==> src/rtl/gpu_sync_fifo.sv <==
// Single-clock FIFO with occupancy count, programmable almost-full/almost-empty thresholds and show-ahead or registered read.
// Define FIFO_STICKY_ERR_EN to add sticky overflow/underflow flags with an err_clr input.
module gpu_sync_fifo #(
   parameter int WIDTH        = 32,
   parameter int DEPTH_LOG2   = 4,
   parameter int SHOWAHEAD    = 1,
   parameter int AFULL_LEVEL  = (2 ** DEPTH_LOG2) - 2,
   parameter int AEMPTY_LEVEL = 2
) (
   input  logic                  clock,
   input  logic                  aclr_n,
   input  logic                  sclr,
   input  logic [WIDTH-1:0]      data,
   input  logic                  wrreq,
   input  logic                  rdreq,
   output logic [WIDTH-1:0]      q,
   output logic [DEPTH_LOG2:0]   usedw,
   output logic                  full,
   output logic                  empty,
   output logic                  almost_full,
`ifdef FIFO_STICKY_ERR_EN
   output logic                  almost_empty,
   output logic                  overflow,
   output logic                  underflow,
   input  logic                  err_clr
`else
   output logic                  almost_empty
`endif
);

   localparam int DEPTH = 2 ** DEPTH_LOG2;
   localparam int CW    = DEPTH_LOG2 + 1;
   localparam logic [CW-1:0] DEPTH_CNT  = CW'(DEPTH);
   localparam logic [CW-1:0] AFULL_CNT  = CW'(AFULL_LEVEL);
   localparam logic [CW-1:0] AEMPTY_CNT = CW'(AEMPTY_LEVEL);

   logic [WIDTH-1:0]      mem [DEPTH];
   logic [DEPTH_LOG2-1:0] wr_ptr;
   logic [DEPTH_LOG2-1:0] rd_ptr;
   logic [CW-1:0]         count;
   logic                  valid_wr;
   logic                  valid_rd;

   // A write while full only goes through when a read frees a slot in the same cycle.
   assign valid_rd = rdreq & ~empty;
   assign valid_wr = wrreq & (~full | rdreq);

   always_ff @(posedge clock or negedge aclr_n) begin
      if (!aclr_n) begin
         wr_ptr <= '0;
         rd_ptr <= '0;
         count  <= '0;
      end else if (sclr) begin
         wr_ptr <= '0;
         rd_ptr <= '0;
         count  <= '0;
      end else begin
         if (valid_wr)
            wr_ptr <= wr_ptr + 1'b1;
         if (valid_rd)
            rd_ptr <= rd_ptr + 1'b1;
         count <= count + CW'(valid_wr) - CW'(valid_rd);
      end
   end

   always_ff @(posedge clock) begin
      if (valid_wr && !sclr)
         mem[wr_ptr] <= data;
   end

   assign usedw        = count;
   assign full         = (count == DEPTH_CNT);
   assign empty        = (count == '0);
   assign almost_full  = (count >= AFULL_CNT);
   assign almost_empty = (count <= AEMPTY_CNT);

   // Show-ahead output is forced to zero while empty so reset/clear leave q at a known value.
   if (SHOWAHEAD != 0) begin : g_showahead
      assign q = empty ? '0 : mem[rd_ptr];
   end else begin : g_normal
      always_ff @(posedge clock or negedge aclr_n) begin
         if (!aclr_n)
            q <= '0;
         else if (sclr)
            q <= '0;
         else if (valid_rd)
            q <= mem[rd_ptr];
      end
   end

`ifdef FIFO_STICKY_ERR_EN
   always_ff @(posedge clock or negedge aclr_n) begin
      if (!aclr_n) begin
         overflow  <= 1'b0;
         underflow <= 1'b0;
      end else begin
         if (wrreq & full & ~rdreq)
            overflow <= 1'b1;
         else if (err_clr)
            overflow <= 1'b0;
         if (rdreq & empty)
            underflow <= 1'b1;
         else if (err_clr)
            underflow <= 1'b0;
      end
   end
`endif

   if (AFULL_LEVEL < 1 || AFULL_LEVEL > DEPTH) begin : g_bad_afull
      $error("gpu_sync_fifo: AFULL_LEVEL out of range 1..DEPTH");
   end
   if (AEMPTY_LEVEL < 0 || AEMPTY_LEVEL > DEPTH - 1) begin : g_bad_aempty
      $error("gpu_sync_fifo: AEMPTY_LEVEL out of range 0..DEPTH-1");
   end

endmodule
==> config.mk <==
export PLATFORM = sky130hd
export DESIGN_NAME = gpu_sync_fifo
export DESIGN_NICKNAME = d
export VERILOG_FILES = /design/src/rtl/gpu_sync_fifo.sv
export SDC_FILE = /design/constraint.sdc
export NUM_CORES = 1
export LEC_CHECK = 0
export BUFFER_PORTS_ARGS = -buffer_cell sky130_fd_sc_hd__buf_2
export CAP_MARGIN = 20
export CORE_MARGIN = 4
export CORE_UTILIZATION = 61
export DETAILED_ROUTE_END_ITERATION = 10
export PLACE_DENSITY_LB_ADDON = 0.25
export SLEW_MARGIN = 20
export SYNTH_ARGS = -nofsm -noshare
export SYNTH_HDL_FRONTEND = slang
export SYNTH_SLANG_ARGS = --single-unit
==> constraint.sdc <==
create_clock -name clock -period 9.9 [get_ports clock]
set_input_delay 1.98 -clock clock [delete_from_list [all_inputs] [get_ports clock]]
set_output_delay 1.98 -clock clock [all_outputs]
set_load 0.005 [all_outputs]
After elaboration in Yosys (flattened, before gate mapping)
Memory sizes are Yosys's and may differ from the RTL's.
Index checks and enable logic that the tools add are counted.
- register bits: 13
- latch bits: 0
- RAM bits: 512
- bits in read-only memories: 0
- output and inout bits: 41
- word-level logic and storage cells: 29
- memories: 1
- add/sub/neg operators: 4
- multiply operators: 0
- div/mod/pow operators: 0
- magnitude comparators: 2
- equality and inequality tests: 1
- shift operators: 0
- mux-type cells: 8
- bitwise logic cells: 5
- reduce and logical (&&, ||, !) cells: 5
- memories (name ; words ; bits a word ; read ports ; clocked after Yosys merged registers in ; wr ports ; line ; RTL):
    mem ; 16 ; 32 ; 1 ; 0 ; 1 ; 37 ; logic [WIDTH-1:0] mem [DEPTH];
- operators by type and width (cell ; count):
    $mux 32 ; 1
    $mux 4 ; 4
    $add 4x1->4 const B ; 2
    $add 5x1->5 ; 1
    $eq 5x5->1 const B ; 1
    $ge 5x4->1 const B ; 1
    $le 5x2->1 const B ; 1
    $logic_not 5->1 ; 1
    $mux 5 ; 1
    $sub 5x1->5 ; 1
    $reduce_bool 2->1 ; 2
    $and 1x1->1 ; 2
    $mux 1 ; 2
    $not 1->1 ; 2
    $logic_and 1x1->1 ; 1
    $logic_not 1->1 ; 1
    $or 1x1->1 ; 1

Longest topological paths before layout
Gate-level depths: netlist of the first run.
- depth after elaboration: 7
- gate-level depth with buffers: 15
- gate-level depth less buffers: 14

Least setup slack after synthesis of the first run
Ideal clock, no wire load.
- path type: input port to flip-flop
- start: input port rdreq
- end: memory mem[1][0] (enable)
- setup time: 0.461 ns
- data arrival time: 5.012 ns
- required time: 9.439 ns
- slack: 4.427 ns
- cell stages on the path: 5
- buffers on the path: 2
- path through: clkbuf_1 o21ai_2 or2_2 buf_2 nor3_1
- word-level cells in the longest chain between the ends: 5
- ends and longest elaborated chain (item ; line ; RTL):
    start, declared ; 15 ; input logic rdreq,
    $or 1x1->1 ; 46 ; assign valid_wr = wrreq & (~full | rdreq);
    $and 1x1->1 ; 46 ;
    $logic_and 1x1->1 ; 67 ; if (valid_wr && !sclr)
    $mux 1 ; 67 ;
    $mux 1 (implied by the code) ; 68 ; mem[wr_ptr] <= data;
    end, declared ; 37 ;
No other way between the ends.

Worst setup path after layout of the first run
- start: register rd_ptr[0]
- end: output port q[18]
- word-level cells in the longest chain between the ends: 2
- ends and longest elaborated chain (item ; line ; RTL):
    start, declared ; 39 ; logic [DEPTH_LOG2-1:0] rd_ptr;
    start signal, assigned ; 61 ; rd_ptr <= rd_ptr + 1'b1;
    $mem_v2 16x32 ; n/a ;
    $mux 32 ; 79 ; assign q = empty ? '0 : mem[rd_ptr];
    end, declared ; 16 ; output logic [WIDTH-1:0] q,
No other way between the ends.

==> flow_summary.yaml, run 1 <==
sta:
  slew_violations: 0
  tightest_slew_ns: 0.816
  tns_ns: 0
  slew_headroom_pct: 45.6
  setup_ws_ns: 4.54
  finalHoldViolations: 0
  fin_crit_sh_pct: 54.2
  fmax_mhz: 187
  setup_violations: 0
  rsz0062_at_grt: "no"
  fin_skew_ns: 0.0129
  min_period_ns: 5.36
place:
  dpl.hpwl_mm: 20.6
  dp_slack_ns: 5.12
  dp_cells: 1397
  routabilityCongestion: 0.728
  io_buffers: 77
synth:
  synth_cell_types: 40
  syn_avg_cell_area_um2: 22.5
  syn_inst: 906
  yosys_most_used_dff: "edfxtp_1"
  synth_top_area_share_pct: 75.4
  synth_edf_count: 512
  synth-seq-cells: 525
  synth_area_leader_cell: "edfxtp_1"
  syn-num-nets: 960
  ys_seq_area_share_pct: 77.0
  async_flop_share_pct: 2.48
  synth_area_leaders: "edfxtp_1 (75%), mux4_2 (14%), dfrtp_1 (1.6%), a221o_1 (1.6%), mux2i_1 (1.6%)"
  netlist_area_mm2: 0.0204
  synth_warnings: 0
clock_network:
  ctsResizeCount: 0
  cts_tree: "done"
  cts-root-buf: "clkbuf_16"
  cts_setup_buffers: 0
  cts_max_level: 2
  clkLatencyLatePin_ns: 0.56
  clock_sinks: 525
  cts_buffer_depth: 3
  hold_buffers: 0
  numCtsBuffers: 50
  clk_pin_slew_ns: 0.06
route:
  antenna_left: 0
  wl_per_cell_um: 27.5
  wl_mm: 41.0
  drt_iter0_drc: 895
  viasPerCell: 6.37
  drc: 0
  num_vias: 9481
  drt-pass1-iter-count: 5
die:
  start_util_pct: 62.2
  ios: 78
  die-area_mm2: 0.0364
  core_mm2: 0.0328
  rows: 66
  dieWidth_um: 191
  die_height_um: 191
final_layout:
  instances_no_fill: 1489
  fin_nets: 1061
  syn2layout_area_growth_pct: 12.4
  drive_gt1_share_pct: 31.2
  antenna_cells: 0
power_and_ir_drop:
  p_leak_nw: 7.25
  power_mw: 5.43
  power_density_mw_per_mm2: 237
  vdd_drop_max_uv: 160
setup_path:
  max_stage_delay_ns: 0.80
  cp.required_ns: 7.92
  path_buf_inv: 2
  cp_max_fo: 76
  worst-setup-path-type: "reg2out"
  endpoint_kind: "output port"
  crit_chain: "buf_12 > mux4_2 > mux2i_1 > nor3_1 > a221o_1 > buf_2"
  arrival_ns: 3.38
  cp-start-kind: "flop"
  cp_top_family: "multiplexers"
  crit_slowest_cell: "dfrtp_4"
global_route:
  antenna_found_initial: 1
  gr-usage-all-layers_pct: 23.1
  grt_first_pass_wirelength_mm: 62.3
  grt_util_met2_pct: 37.1
  grtUsageMet1_pct: 33.8
  grt_pass1_vias: 9949
  met3_usage_pct: 4.23
  grt_max_degree: 77
  grt.busiest_layer: "met2"
  overflow: 0
outcome:
  status: "completed"
flow_run:
  cap_viol_max_count: 0
min_path:
  min_path_type: "reg2reg"
==> cells in the final DEF, fill, tap and decap left out, types with 2 or more instances in the layout <==
cell       Yosys  layout
nor3_2         0       6
inv_1         13      13
o21bai_1       2       2
a221o_1       32      32
buf_4          2      24
mux2i_1       32      32
mux4_2       128     128
a21oi_1        4       4
dfrtp_4        0       2
nand2b_1       3       3
clkinv_2       0       9
dfrtp_1       13      10
clkinv_1       0      12
clkbuf_16      0      51
edfxtp_1     512     512
nor2_4         0      11
xor2_1         5       5
nand3_1        2       2
nor3_1        37      31
nor2_1        23      12
bufinv_16      0       3
clkbuf_1      21      12
ha_1          16      16
clkbuf_8       0       2
o211ai_1       2       2
buf_2         12      77
o21ai_0        2       2
xnor2_1        4       4
nand2_1        4       4
nand3b_1       4       4
==> power by group <==
group          switching [mW]  internal (mW)
registers              0.0640           2.48
logic                   0.520          0.559
clock network           0.772           1.04
total                    1.36           4.08
==> layout make-up <==
type                            instances  area (um2)
Clock buffer                           65        1350
Tap cell                              442         553
Timing Repair Buffer                  102         586
Fill cell                            1943        9860
Sequential cell                       525       15700
Clock inverter                         27         216
Multi-Input combinational cell        315        4460
Inverter                               13        48.8
==> cell usage after synthesis (2+ instances only) <==
cell / n
edfxtp_1: 512
mux4_2: 128
nor3_1: 37
a221o_1: 32
mux2i_1: 32
nor2_1: 23
clkbuf_1: 21
ha_1: 16
dfrtp_1: 13
inv_1: 13
buf_2: 12
buf_6: 10
buf_1: 7
xor2_1: 5
a21oi_1: 4
nand2_1: 4
nand3b_1: 4
xnor2_1: 4
nand2b_1: 3
buf_4: 2
nand3_1: 2
o211ai_1: 2
o21ai_0: 2
o21bai_1: 2
==> layer usage <==
layer  up-vias  wire (um)
met2       424      20300
li1       4027          -
met3        65       3330
met4         2        890
met1      4963      16400
met5         -          9
==> sequential cells by signal, indices dropped and copies added (netlist names) <==
register,flops
usedw,5
wr_ptr,4
mem,512
rd_ptr,4
==> worst reg2reg max path: stages, from the launching register on <==
cell and delay, ns:
dfrtp_1 0.44, inv_1 0.15, ha_1 0.17, or4bb_2 0.60
o21ai_2 0.27, ha_1 0.28, inv_1 0.05, ha_1 0.16
inv_1 0.06, fa_1 0.43, o21bai_1 0.19, a21oi_1 0.10
xnor2_1 0.15, nor2_1 0.05
==> through the flow <==
step / hold slack (ns) / util, % / instance area, um2
after floorplan: 0.517 / - / 20400
after global placement: 0.565 / 65.2 / 21400
after detailed placement: 0.581 / 65.2 / 21400
after CTS: 0.592 / 69.9 / 22900
after global routing: 0.646 / 69.9 / 22900
final: 0.596 / 69.9 / 22900
==> kinds of logic (layout without fill, tap and decap cells) <==
family,Yosys count,count (layout),synth area share (%)
flip-flops,525,525,77.0
multiplexers,161,161,15.8
AND/OR/NAND/NOR,84,84,2.17
buffers and inverters,66,207,1.70
AO/OA/AOI/OAI,44,44,1.94
adder cells (fa/ha/maj),17,17,1.08
XOR/XNOR,9,9,0.386
==> worst paths after layout <==
path	start	to	depth (start not counted)	slack [ns]
hold / removal	wr_ptr[2]$_DFFE_PN0P_	wr_ptr[2]$_DFFE_PN0P_	2	0.60
setup reg to reg	usedw[2]$_DFF_PN0_	usedw[4]$_DFF_PN0_	13	6.68
max in group asynchronous	aclr_n	rd_ptr[1]$_DFFE_PN0P_	1	8.31
min in group asynchronous	aclr_n	usedw[3]$_DFF_PN0_	1	1.32
setup / recovery	rd_ptr[0]$_DFFE_PN0P_	q[18]	6	4.54
hold reg to reg	wr_ptr[2]$_DFFE_PN0P_	wr_ptr[2]$_DFFE_PN0P_	2	0.60
(Power assumes the default switching activity.)
==> run 2, diff against run 1 <==
Settings changed: ABC_AREA from default to 1.
Clock period 9.9 ns to 5.5 ns, I/O delays scaled along.
==> flow_summary.yaml, run 2 <==
synth:
  syn-num-nets: 1971
  async_flop_share_pct: 2.48
  synth_edf_count: 512
  syn_avg_cell_area_um2: 11.3
  synthTopCellsByCount: "nand2_1 (832), edfxtp_1 (512), nand3_1 (177), nor2_1 (121), a21oi_1 (101)"
  synth_warnings: 0
  yosys_most_used_dff: "edfxtp_1"
  ys_seq_area_share_pct: 72.5
  synth_cell_types: 23
  yosysMostFrequentCell: "nand2_1"
  syn_inst: 1917
  synth_top_area_share_pct: 71.0
  netlist_area_mm2: 0.0217
  synth-seq-cells: 525
  synth_area_leaders: "edfxtp_1 (71%), nand2_1 (14%), nand3_1 (4.1%), a21oi_1 (2.3%), nor2_1 (2.1%)"
  synth_area_leader_cell: "edfxtp_1"
route:
  viasPerCell: 5.73
  antenna_left: 0
  wl_per_cell_um: 19.9
  drt-pass1-iter-count: 5
  wl_mm: 49.1
  num_vias: 14100
  drt_iter0_drc: 1443
  drc: 0
die:
  ios: 78
  die-area_mm2: 0.0386
  rows: 68
  start_util_pct: 62.3
  core_mm2: 0.0348
  die_height_um: 196
  dieWidth_um: 196
place:
  dp_slack_ns: 1.71
  routabilityCongestion: 0.807
  io_buffers: 77
  dpl.hpwl_mm: 27.3
sta:
  fin_skew_ns: 0.0134
  setup_violations: 0
  setup_ws_ns: 1.26
  min_period_ns: 4.24
  fin_crit_sh_pct: 77.1
  fmax_mhz: 236
  slew_headroom_pct: 22.3
  slew_violations: 0
  tns_ns: 0
  finalHoldViolations: 0
  holdWs_ns: 0.422
  rsz0062_at_grt: "no"
  tightest_slew_ns: 1.17
setup_path:
  arrival_ns: 3.14
  reg2reg_slack_ns: 1.87
  cp.required_ns: 4.40
  cp-start-kind: "flop"
  cp_max_fo: 143
  r2r-end: "usedw[4]$_DFF_PN0_"
  worst-setup-path-type: "reg2out"
  r2r_cells: 17
  r2r-start: "usedw[2]$_DFF_PN0_"
  endpoint_kind: "output port"
clock_network:
  clkLatencyLatePin_ns: 0.58
  hold_buffers: 0
  ctsResizeCount: 0
  cts_setup_buffers: 0
  clock_sinks: 525
  cts_buffer_depth: 3
  cts_tree: "done"
  cts_max_level: 2
  numCtsBuffers: 51
  clk_pin_slew_ns: 0.06
  cts-root-buf: "clkbuf_16"
final_layout:
  antenna_cells: 0
  syn2layout_area_growth_pct: 11.2
  largest_register: "mem"
  drive_gt1_share_pct: 9.74
  fin_nets: 2027
  final_util_pct: 69.2
  final_cell_mix: "nand2_1 (831), edfxtp_1 (512), nand3_1 (177)"
  largest_reg_flops: 512
  final_common_cell: "nand2_1"
global_route:
  grt_first_pass_wirelength_mm: 76.8
  grt_max_degree: 232
  overflow: 0
  gr-usage-all-layers_pct: 25.6
  antenna_found_initial: 1
  grt_pass1_vias: 13900
flow_run:
  cap_viol_max_count: 0
outcome:
  status: "completed"
power_and_ir_drop:
  p_leak_nw: 9.31
  power_mw: 9.91
  power_density_mw_per_mm2: 411
  vdd_drop_max_uv: 390
min_path:
  min_path_type: "in2async"
[run 2: layer usage]
layer | track usage, % | part of all wire [%] | vias to the layer above
met1 | 35.3 | 40 | 6791
met2 | 42.4 | 49 | 617
li1 | - | - | 6622
met3 | 3.76 | 7.8 | 95
met5 | 0 | 0 | -
met4 | 9.00 | 3.0 | 0
[run 2: worst max path at each step]
| stage | startpoint | to | cells past startpoint |
|---|---|---|---|
| 6_report | rd_ptr[0]$_DFFE_PN0P_ | q[5] | 9 |
| 5_1_grt | rd_ptr[0]$_DFFE_PN0P_ | q[5] | 9 |
| 4_1_cts | rd_ptr[0]$_DFFE_PN0P_ | q[5] | 9 |
| 3_5_place_dp | sclr | mem[10][15]$_DFFE_PP_ | 4 |
| 3_3_place_gp | sclr | mem[8][15]$_DFFE_PP_ | 4 |
| 2_1_floorplan | rdreq | mem[0][0]$_DFFE_PP_ | 5 |
[run 2: worst max-delay path, stage by stage, from the launching register on]
cell and delay [ns]:
dfrtp_4 0.64, inv_8 0.62, buf_4 0.47, nand2_1 0.09, nand3_1 0.08, nand2_1 0.06
a21oi_1 0.19, nor2_1 0.07, nor2_1 0.13, buf_2 0.13
[run 2: cell type report]
cell class                 instances  area [um2]
clock buffer                      64        1370
clock inverter                    28         175
fill                            2435       10700
inverter                          26         105
multi-input combinational       1263        5410
sequential                       525       15700
tap                              455         569
timing repair buffer             106         753
[run 2: kinds of logic (layout without fill, tap and decap cells)]
| family | after synthesis | count (layout) | share of synthesized area, % |
|---|---|---|---|
| compound gates | 107 | 107 | 2.48 |
| xor+xnor | 3 | 3 | 0.121 |
| fa+ha+maj | 17 | 17 | 1.02 |
| buf+inv | 129 | 224 | 3.11 |
| flops | 525 | 525 | 72.5 |
| simple gates | 1136 | 1136 | 20.8 |
[run 2: where the power goes]
part	total, mW	internal (mW)	switching, mW
sequential	4.55	4.46	0.0866
combinational	2.09	0.665	1.43
clock	3.27	1.84	1.42
[run 2: through the flow]
| step | cells | area (um2) |
|---|---|---|
| after floorplan | 1917 | 21700 |
| after global placement | 2368 | 22400 |
| after detailed placement | 2372 | 22500 |
| after CTS | 2464 | 24000 |
| after global routing | 2467 | 24100 |
| final | 2467 | 24100 |
==> run 3, diff against run 2 <==
Clock period 5.5 ns to 4.1 ns, I/O delays scaled along.
==> flow_summary.yaml, run 3 (same netlist as run 2, synthesis figures left out) <==
global_route:
  gr-usage-all-layers_pct: 26.5
  overflow: 0
  grt_max_degree: 135
  grt_first_pass_wirelength_mm: 79.1
  antenna_found_initial: 2
  grt_pass1_vias: 14000
sta:
  setup_ws_ns: 0.376
  slew_violations: 0
  setup_violations: 0
  fin_skew_ns: 0.0245
  tns_ns: 0
  fmax_mhz: 269
  rsz0062_at_grt: "no"
  holdWs_ns: 0.150
  finalHoldViolations: 0
  slew_headroom_pct: 38.3
  tightest_slew_ns: 0.924
  fin_crit_sh_pct: 90.8
  min_period_ns: 3.72
clock_network:
  clock_sinks: 525
  numCtsBuffers: 52
  cts_setup_buffers: 0
  cts_max_level: 2
  cts_buffer_depth: 3
  cts_tree: "done"
  clkLatencyLatePin_ns: 0.58
  cts-root-buf: "clkbuf_16"
  ctsResizeCount: 0
  clk_pin_slew_ns: 0.06
  hold_buffers: 0
power_and_ir_drop:
  pwr-share-seq_pct: 46.0
  intPower_mw: 9.32
  p_leak_nw: 9.36
  comb_power_share_pct: 21.3
  power_density_mw_per_mm2: 548
  switching_share_pct: 29.7
  switchingPower_mw: 3.94
  vdd_drop_max_uv: 457
  pwr-share-clk_pct: 32.7
outcome:
  status: "completed"
final_layout:
  fin_nets: 2040
  fill_cells: 2440
  drive_gt1_share_pct: 10.1
  largest_reg_flops: 512
  final_common_cell: "nand2_1"
  largest_register: "mem"
  syn2layout_area_growth_pct: 11.6
  final_cell_mix: "nand2_1 (831), edfxtp_1 (512), nand3_1 (177)"
route:
  dr_wl_met3_mm: 4.42
  wl_mm: 51.7
  viasPerCell: 5.79
  drt_iter0_drc: 1287
  num_vias: 14300
  wl_met2_mm: 25.4
  wl_per_cell_um: 20.8
  highest_layer: "met5"
  wl_met1_mm: 20.2
  drc: 0
  antenna_left: 0
  drt-pass1-iter-count: 6
place:
  io_buffers: 77
  routabilityCongestion: 0.808
  dpl.hpwl_mm: 27.3
  dp_slack_ns: 0.911
setup_path:
  r2r_cells: 10
  cp-start-kind: "flop"
  endpoint_kind: "output port"
  cp.required_ns: 3.28
  worst-setup-path-type: "reg2out"
  cp_max_fo: 30
  arrival_ns: 2.90
die:
  die-area_mm2: 0.0386
  die_height_um: 196
  core_mm2: 0.0348
  rows: 68
  start_util_pct: 62.3
  ios: 78
  dieWidth_um: 196
min_path:
  min_path_type: "in2async"
flow_run:
  cap_viol_max_count: 0
==> run 3: changes by cell type in the layout (fill, tap and decap cells not counted) <==
cell       change
buf_12         +9
buf_16         -5
buf_4          +8
clkbuf_1       +2
clkbuf_16      -1
clkinv_1       -1
clkinv_2       -4
clkinv_8       +1
diode_2        +1
inv_6          +1
==> run 3: worst max-delay path, stage by stage (launching register included) <==
cell	delay [ns]
dfrtp_4	0.71
inv_1	0.50
buf_4	0.35
nand3_1	0.10
nand3_1	0.06
nand2_1	0.08
nand2_1	0.04
nor2_1	0.28
buf_2	0.18
==> run 3: layer usage <==
layer / global-route usage [%] / up-vias
met2: 43.4 / 665
li1: - / 6645
met1: 36.4 / 6904
met4: 9.15 / 2
met3: 4.85 / 121
met5: 0 / -
==> run 3: final cells by class <==
type                            count  area [um2]  area share (%)
Antenna cell                        1        2.50          0.0103
Clock inverter                     25         176           0.730
Tap cell                          455         569            2.35
Sequential cell                   525       15700            65.0
Clock buffer                       65        1350            5.58
Inverter                           26         105           0.435
Timing Repair Buffer              118         856            3.54
Multi-Input combinational cell   1263        5410            22.4
==> run 3: worst paths after layout <==
kind,start,slack (ns),to
max,rd_ptr[1]$_DFFE_PN0P_,0.38,q[31]
min,aclr_n,0.15,rd_ptr[1]$_DFFE_PN0P_
max reg2reg,usedw[2]$_DFF_PN0_,0.99,mem[10][17]$_DFFE_PP_
min reg2reg,wr_ptr[0]$_DFFE_PN0P_,0.60,wr_ptr[0]$_DFFE_PN0P_
max in group asynchronous,aclr_n,3.66,rd_ptr[0]$_DFFE_PN0P_
min in group clock,sclr,0.46,usedw[1]$_DFF_PN0_
==> run 3: power by group through the flow <==
stage / combinational [mW] / sequential, mW / clock [mW]
finish: 2.83 / 6.10 / 4.34
CTS: 2.82 / 6.10 / 4.38
global placement: 2.74 / 6.20 / 0
floorplan: 1.95 / 6.14 / 0
detailed placement: 2.80 / 6.21 / 0
global route: 3.16 / 6.11 / 4.62
==> run 3: through the flow <==
stage | area (um2) | power (mW) | cells | utilization, %
floorplan | 21700 | 8.09 | 1917 | -
global placement | 22700 | 8.94 | 2387 | 65.1
detailed placement | 22700 | 9.01 | 2387 | 65.1
CTS | 24200 | 13.3 | 2477 | 69.5
global route | 24200 | 13.9 | 2478 | 69.5
finish | 24200 | 13.3 | 2478 | 69.5
